**src/rtl/cga_pkg.sv**
```systemverilog
// Shared definitions for the CGA core: arbiter state encoding and address widths.
package cga_pkg;

  localparam int VADDR_W = 14;
  localparam int RADDR_W = 19;

  typedef enum logic [1:0] {
    ARB_IDLE,
    ARB_VID,
    ARB_CPU_RD,
    ARB_CPU_WR
  } arb_state_t;

endpackage

```
**src/rtl/cga_vram_access_timer.sv**
```systemverilog
// Counts the cycles of one SRAM access and flags its first cycle, last cycle
// and the write-enable window (every cycle after the address-setup cycle).
module cga_vram_access_timer #(
  parameter int ACCESS_CYCLES = 2
) (
  input  logic clk,
  input  logic rst,
  input  logic busy,
  output logic first,
  output logic last,
  output logic we_win
);

  localparam int CW = $clog2(ACCESS_CYCLES);
  localparam logic [CW-1:0] LAST_CNT = CW'(ACCESS_CYCLES - 1);

  logic [CW-1:0] cnt;

  always_ff @(posedge clk) begin
    if (rst || !busy || cnt == LAST_CNT) cnt <= '0;
    else                                 cnt <= cnt + 1'b1;
  end

  assign first  = busy && (cnt == '0);
  assign last   = busy && (cnt == LAST_CNT);
  assign we_win = busy && (cnt != '0);

endmodule

```
**src/rtl/cga_vram_arbiter.sv**
```systemverilog
// Shares the single VRAM SRAM port between sequencer video fetches (priority)
// and ISA CPU cycles, which are stretched through cpu_wait until serviced.
module cga_vram_arbiter
  import cga_pkg::*;
#(
  parameter int         ACCESS_CYCLES = 2,
  parameter logic [4:0] BANK          = 5'd0,
  parameter int         CPU_FORCE     = 0
) (
  input  logic               clk,
  input  logic               busreset,
  input  logic               vid_req,
  input  logic [VADDR_W-1:0] vid_addr,
  output logic [7:0]         vid_data,
  output logic               vid_valid,
  input  logic               cpu_req,
  input  logic               cpu_we,
  input  logic [VADDR_W-1:0] cpu_addr,
  input  logic [7:0]         cpu_wdata,
  output logic [7:0]         cpu_rdata,
  output logic               cpu_ack,
  output logic               cpu_wait,
  output logic [RADDR_W-1:0] ram_a,
  input  logic [7:0]         ram_d_in,
  output logic [7:0]         ram_d_out,
  output logic               ram_d_oe,
  output logic               ram_we_l
);

  localparam int SW = (CPU_FORCE > 0) ? $clog2(CPU_FORCE + 1) : 1;
  localparam logic [SW-1:0] STREAK_MAX = SW'(CPU_FORCE);

  arb_state_t state, state_nxt;

  logic               busy, first, last, we_win;
  logic               pend_valid;
  logic [VADDR_W-1:0] pend_addr;
  logic               armed;
  logic [SW-1:0]      streak;
  logic               wr_tail;
  logic [7:0]         wdata;
  logic               vid_overflow;
  logic               vid_pending, cpu_pending, force_cpu;
  logic               grant_vid, grant_cpu;
  logic               cpu_access;

  assign busy        = (state != ARB_IDLE);
  assign cpu_access  = (state == ARB_CPU_RD) || (state == ARB_CPU_WR);
  assign vid_pending = pend_valid || vid_req;
  assign cpu_pending = cpu_req && armed;
  assign force_cpu   = (CPU_FORCE != 0) && (streak == STREAK_MAX) && cpu_pending;
  assign grant_vid   = (state == ARB_IDLE) && vid_pending && !force_cpu;
  assign grant_cpu   = (state == ARB_IDLE) && cpu_pending && (force_cpu || !vid_pending);

  cga_vram_access_timer #(
    .ACCESS_CYCLES(ACCESS_CYCLES)
  ) u_timer (
    .clk   (clk),
    .rst   (busreset),
    .busy  (busy),
    .first (first),
    .last  (last),
    .we_win(we_win)
  );

  always_comb begin
    state_nxt = state;
    unique case (state)
      ARB_IDLE: begin
        if (grant_vid)      state_nxt = ARB_VID;
        else if (grant_cpu) state_nxt = cpu_we ? ARB_CPU_WR : ARB_CPU_RD;
      end
      ARB_VID, ARB_CPU_RD, ARB_CPU_WR: begin
        if (last) state_nxt = ARB_IDLE;
      end
      default: state_nxt = ARB_IDLE;
    endcase
  end

  always_ff @(posedge clk) begin
    if (busreset) state <= ARB_IDLE;
    else          state <= state_nxt;
  end

  // Grant stage: latch the address (and write data) that the access will use
  always_ff @(posedge clk) begin
    if (busreset)       ram_a <= '0;
    else if (grant_vid) ram_a <= {BANK, pend_valid ? pend_addr : vid_addr};
    else if (grant_cpu) ram_a <= {BANK, cpu_addr};
  end

  always_ff @(posedge clk) begin
    if (grant_cpu) wdata <= cpu_wdata;
  end

  // A request granted straight from IDLE is consumed; one behind a pending entry queues
  always_ff @(posedge clk) begin
    if (busreset)       pend_valid <= 1'b0;
    else if (vid_req)   pend_valid <= !(grant_vid && !pend_valid);
    else if (grant_vid) pend_valid <= 1'b0;
  end

  always_ff @(posedge clk) begin
    if (vid_req) pend_addr <= vid_addr;
  end

  // Sticky marker of a lost fetch request; only observed in simulation
  always_ff @(posedge clk) begin
    if (busreset)                                  vid_overflow <= 1'b0;
    else if (vid_req && pend_valid && !grant_vid) vid_overflow <= 1'b1;
  end

  always_ff @(posedge clk) begin
    if (busreset)                 armed <= 1'b0;
    else if (cpu_access && last) armed <= 1'b0;
    else if (!cpu_req)           armed <= 1'b1;
  end

  always_ff @(posedge clk) begin
    if (busreset || !cpu_req || grant_cpu)
      streak <= '0;
    else if (grant_vid && cpu_pending && streak != STREAK_MAX)
      streak <= streak + 1'b1;
  end

  // Completion stage: capture read data and strobe the requester
  always_ff @(posedge clk) begin
    if (busreset) begin
      vid_valid <= 1'b0;
      cpu_ack   <= 1'b0;
      wr_tail   <= 1'b0;
      vid_data  <= '0;
      cpu_rdata <= '0;
    end else begin
      vid_valid <= (state == ARB_VID) && last;
      cpu_ack   <= cpu_access && last;
      wr_tail   <= (state == ARB_CPU_WR) && last;
      if ((state == ARB_VID) && last)    vid_data  <= ram_d_in;
      if ((state == ARB_CPU_RD) && last) cpu_rdata <= ram_d_in;
    end
  end

  assign cpu_wait  = cpu_req && armed;
  assign ram_d_out = wdata;
  assign ram_we_l  = busreset || !((state == ARB_CPU_WR) && we_win);
  assign ram_d_oe  = !busreset && ((state == ARB_CPU_WR) || wr_tail);

  ap_addr_stable: assert property (@(posedge clk) disable iff (busreset)
    first |=> $stable(ram_a));

endmodule
```
**config.mk**
```make
export PLATFORM = sky130hd
export DESIGN_NAME = cga_vram_arbiter
export DESIGN_NICKNAME = d
export VERILOG_FILES = /design/src/rtl/cga_pkg.sv /design/src/rtl/cga_vram_access_timer.sv /design/src/rtl/cga_vram_arbiter.sv
export SDC_FILE = /design/constraint.sdc
export NUM_CORES = 1
export LEC_CHECK = 0
export ABC_AREA = 1
export CORE_UTILIZATION = 43
export CTS_CLUSTER_SIZE = 25
export DETAILED_ROUTE_END_ITERATION = 16
export PLACE_DENSITY = 0.79
export SLEW_MARGIN = 20
export SYNTH_ARGS = -nofsm -noshare
export SYNTH_HDL_FRONTEND = slang
export SYNTH_SLANG_ARGS = --single-unit
```
**constraint.sdc**
```tcl
create_clock -name clk -period 1.55 [get_ports clk]
set_clock_uncertainty 0.05 [all_clocks]
set_input_delay 0.31 -clock clk [delete_from_list [all_inputs] [get_ports clk]]
set_output_delay 0.31 -clock clk [all_outputs]
set_load 0.1 [all_outputs]
```
==> qor.csv <==
metric,value,unit
status,"finished, final reports clean",
dp_slack,-0.249,ns
clk_pin_slew,0.07,ns
grt_use_total,24.1,%
grt_max_degree,29,
std_cell_rows,27,
root_buffer,clkbuf_8,
p_leak,0.00190,µW
synth_edf_count,22,
antenna_found_initial,0,
pwr-share-comb,33.4,%
place_hpwl,4840,µm
synthFlopType,dfxtp_1,
hp-class,primary input to register,
clock_latency,0.34,ns
antenna_left,0,
die_w,78.5,µm
drc,0,
irDropWorstVdd,850,µV
crit_path_cell_trace,a21oi_2 -> nor2_4 -> buf_12,
dieHeight,78.5,µm
slew_viol_final,0,
gp_congestion,0.766,
grt_pass1_vias,2396,
slowest_stage,dfxtp_4,
cts_buffers,9,
p_int,3350,µW
fin_crit,1.54,ns
layout-drive-gt1-share,23.0,%
stdcell_count,490,
layout_commonest_cell,nand2_1,
fillerInstances,343,
worstPathRequired,1.19,ns
hold_depth,2,
switchingPower,1790,µW
crit_family,flip-flops,
arrival,1.18,ns
cts.sinks,60,
start_kind,register,
syn_inst,305,
switching_share,34.9,%
die-area,6160,µm²
power.density,1190,nW/µm²
fin_util,77.2,%
start_util,45.1,%
mostFrequentLayoutCells,"nand2_1, nor2_1, clkdlybuf4s50_1, buf_12, dfxtp_1",
setup_violations,0,
tritoncts,built,
crit_path_max_incr_delay,0.39,ns
rr_worst_depth,5,
nets,462,
vias,2392,
io_pins,97,
firstDrtPassIters,5,
cp.depth,3,
synthArstFlopShare,0,%
drt_iter0_markers,118,
synth_area,2510,µm²
wl_per_cell,14.9,µm
p_clk_share,29.9,%
dp.cells,470,
insertedDiodeCount,0,
cp.buffers_inverters,1,
syn_avg_cell_area,8.24,µm²
synth.ff_latch_count,60,
yosysUniqueCellTypes,24,
pwr-share-seq,36.7,%
via_per_inst,4.88,
ctsHoldBuffers,0,
drt_wl_total,7290,µm
area_growth,71.2,%
p_total,5140,µW
grt_overflow,0,
io_buffers,91,
endpoint_kind,output pin,
grt_first_pass_wirelength,11200,µm
seq_area_frac_synth,56.5,%
cts_buffer_depth,2,
crit_type,register to output pin,
htree_num_levels,3,
core,5570,µm²
yosys_warnings,0,
hold_viol,0,
max_freq,648,MHz
setup_slack,0.00651,ns
timing.final.crit_share,99.6,%
drv_cap,0,
critical_path.max_fanout,6,
-- worst register-to-register path: cells and delay by family, from the launching register on --
kind                   cells  cell delay, ns
buffers and inverters      3            0.47
flip-flops                 1            0.37
AND/OR/NAND/NOR            2            0.18
-- cells by family (layout without fill, tap and decap cells) --
| kind of cell | count (synthesis) | count (layout) | synth area share (%) |
|---|---|---|---|
| buffers and inverters | 36 | 145 | 7.67 |
| AND/OR/NAND/NOR | 179 | 179 | 29.6 |
| AO/OA/AOI/OAI | 29 | 29 | 6.02 |
| flip-flops | 60 | 60 | 56.5 |
| other | 1 | 5 | 0.149 |
-- through the flow --
stage	TNS, ns	cell area (µm²)	hold slack [ns]
after floorplan	-0.155	2570	0.332
after CTS	-0.0300	4260	0.314
after global placement	-4.72	4020	0.418
after detailed placement	-5.49	4020	0.427
after global routing	-0.0389	4300	0.322
final	0	4300	0.328
-- power by group through the flow --
stage          clock network, µW  registers, µW  logic, µW
2_1_floorplan                  0           2450        515
3_3_place_gp                   0           1910       1670
3_5_place_dp                   0           1910       1690
4_1_cts                     1550           1880       1710
5_1_grt                     1620           1900       1800
6_report                    1540           1890       1720
-- sequential cells by signal, indices dropped and copies added (netlist names), 2 cells and up --
register and flops:
pend_addr 14, vid_data 8, state 2, ram_d_out 8
ram_a 14, cpu_rdata 8
-- cells in the mapped netlist (3+ instances only) --
library cell    n  area, µm²
edfxtp_1       22        661
buf_6           3       33.8
dfxtp_1        38        761
nor2_1         50        188
a21oi_1        10       50.1
inv_1          16       60.1
buf_4           7       52.6
o21ai_0        16       80.1
nand3b_1       14        105
buf_2           5       25.0
nand2_1       108        405
-- area by class of cell --
cell class / count / area (µm²) / share of cell area [%]
sequential: 60 / 1430 / 33.3
tap: 72 / 90.1 / 2.09
clock inverter: 5 / 75.1 / 1.74
inverter: 18 / 73.8 / 1.72
timing repair buffer: 111 / 1530 / 35.5
multi-input combinational: 213 / 966 / 22.4
clock buffer: 11 / 141 / 3.28
-- per-layer routing --
| layer | wire (µm) | track usage (%) |
|---|---|---|
| met1 | 2790 | 26.1 |
| met2 | 3860 | 43.0 |
| met3 | 497 | 7.56 |
| met4 | 152 | 10.2 |
| met5 | 0 | 0 |
-- path summary, 6_finish.rpt --
check	from	to	slack (ns)
max	state[0]	ram_d_oe	0.007
min	cpu_req	armed	0.33
max reg2reg	armed	ram_d_out[0]	0.17
min reg2reg	vid_data[7]	vid_data[7]	0.43
-- repair_timing --
item                                    in CTS  in global routing
gates resized for setup                      9                  7
endpoints found under the setup margin       3                 24
pin swaps                                    1                  1
buffers inserted                             2                  2
Power figures use the tool's default switching activity.
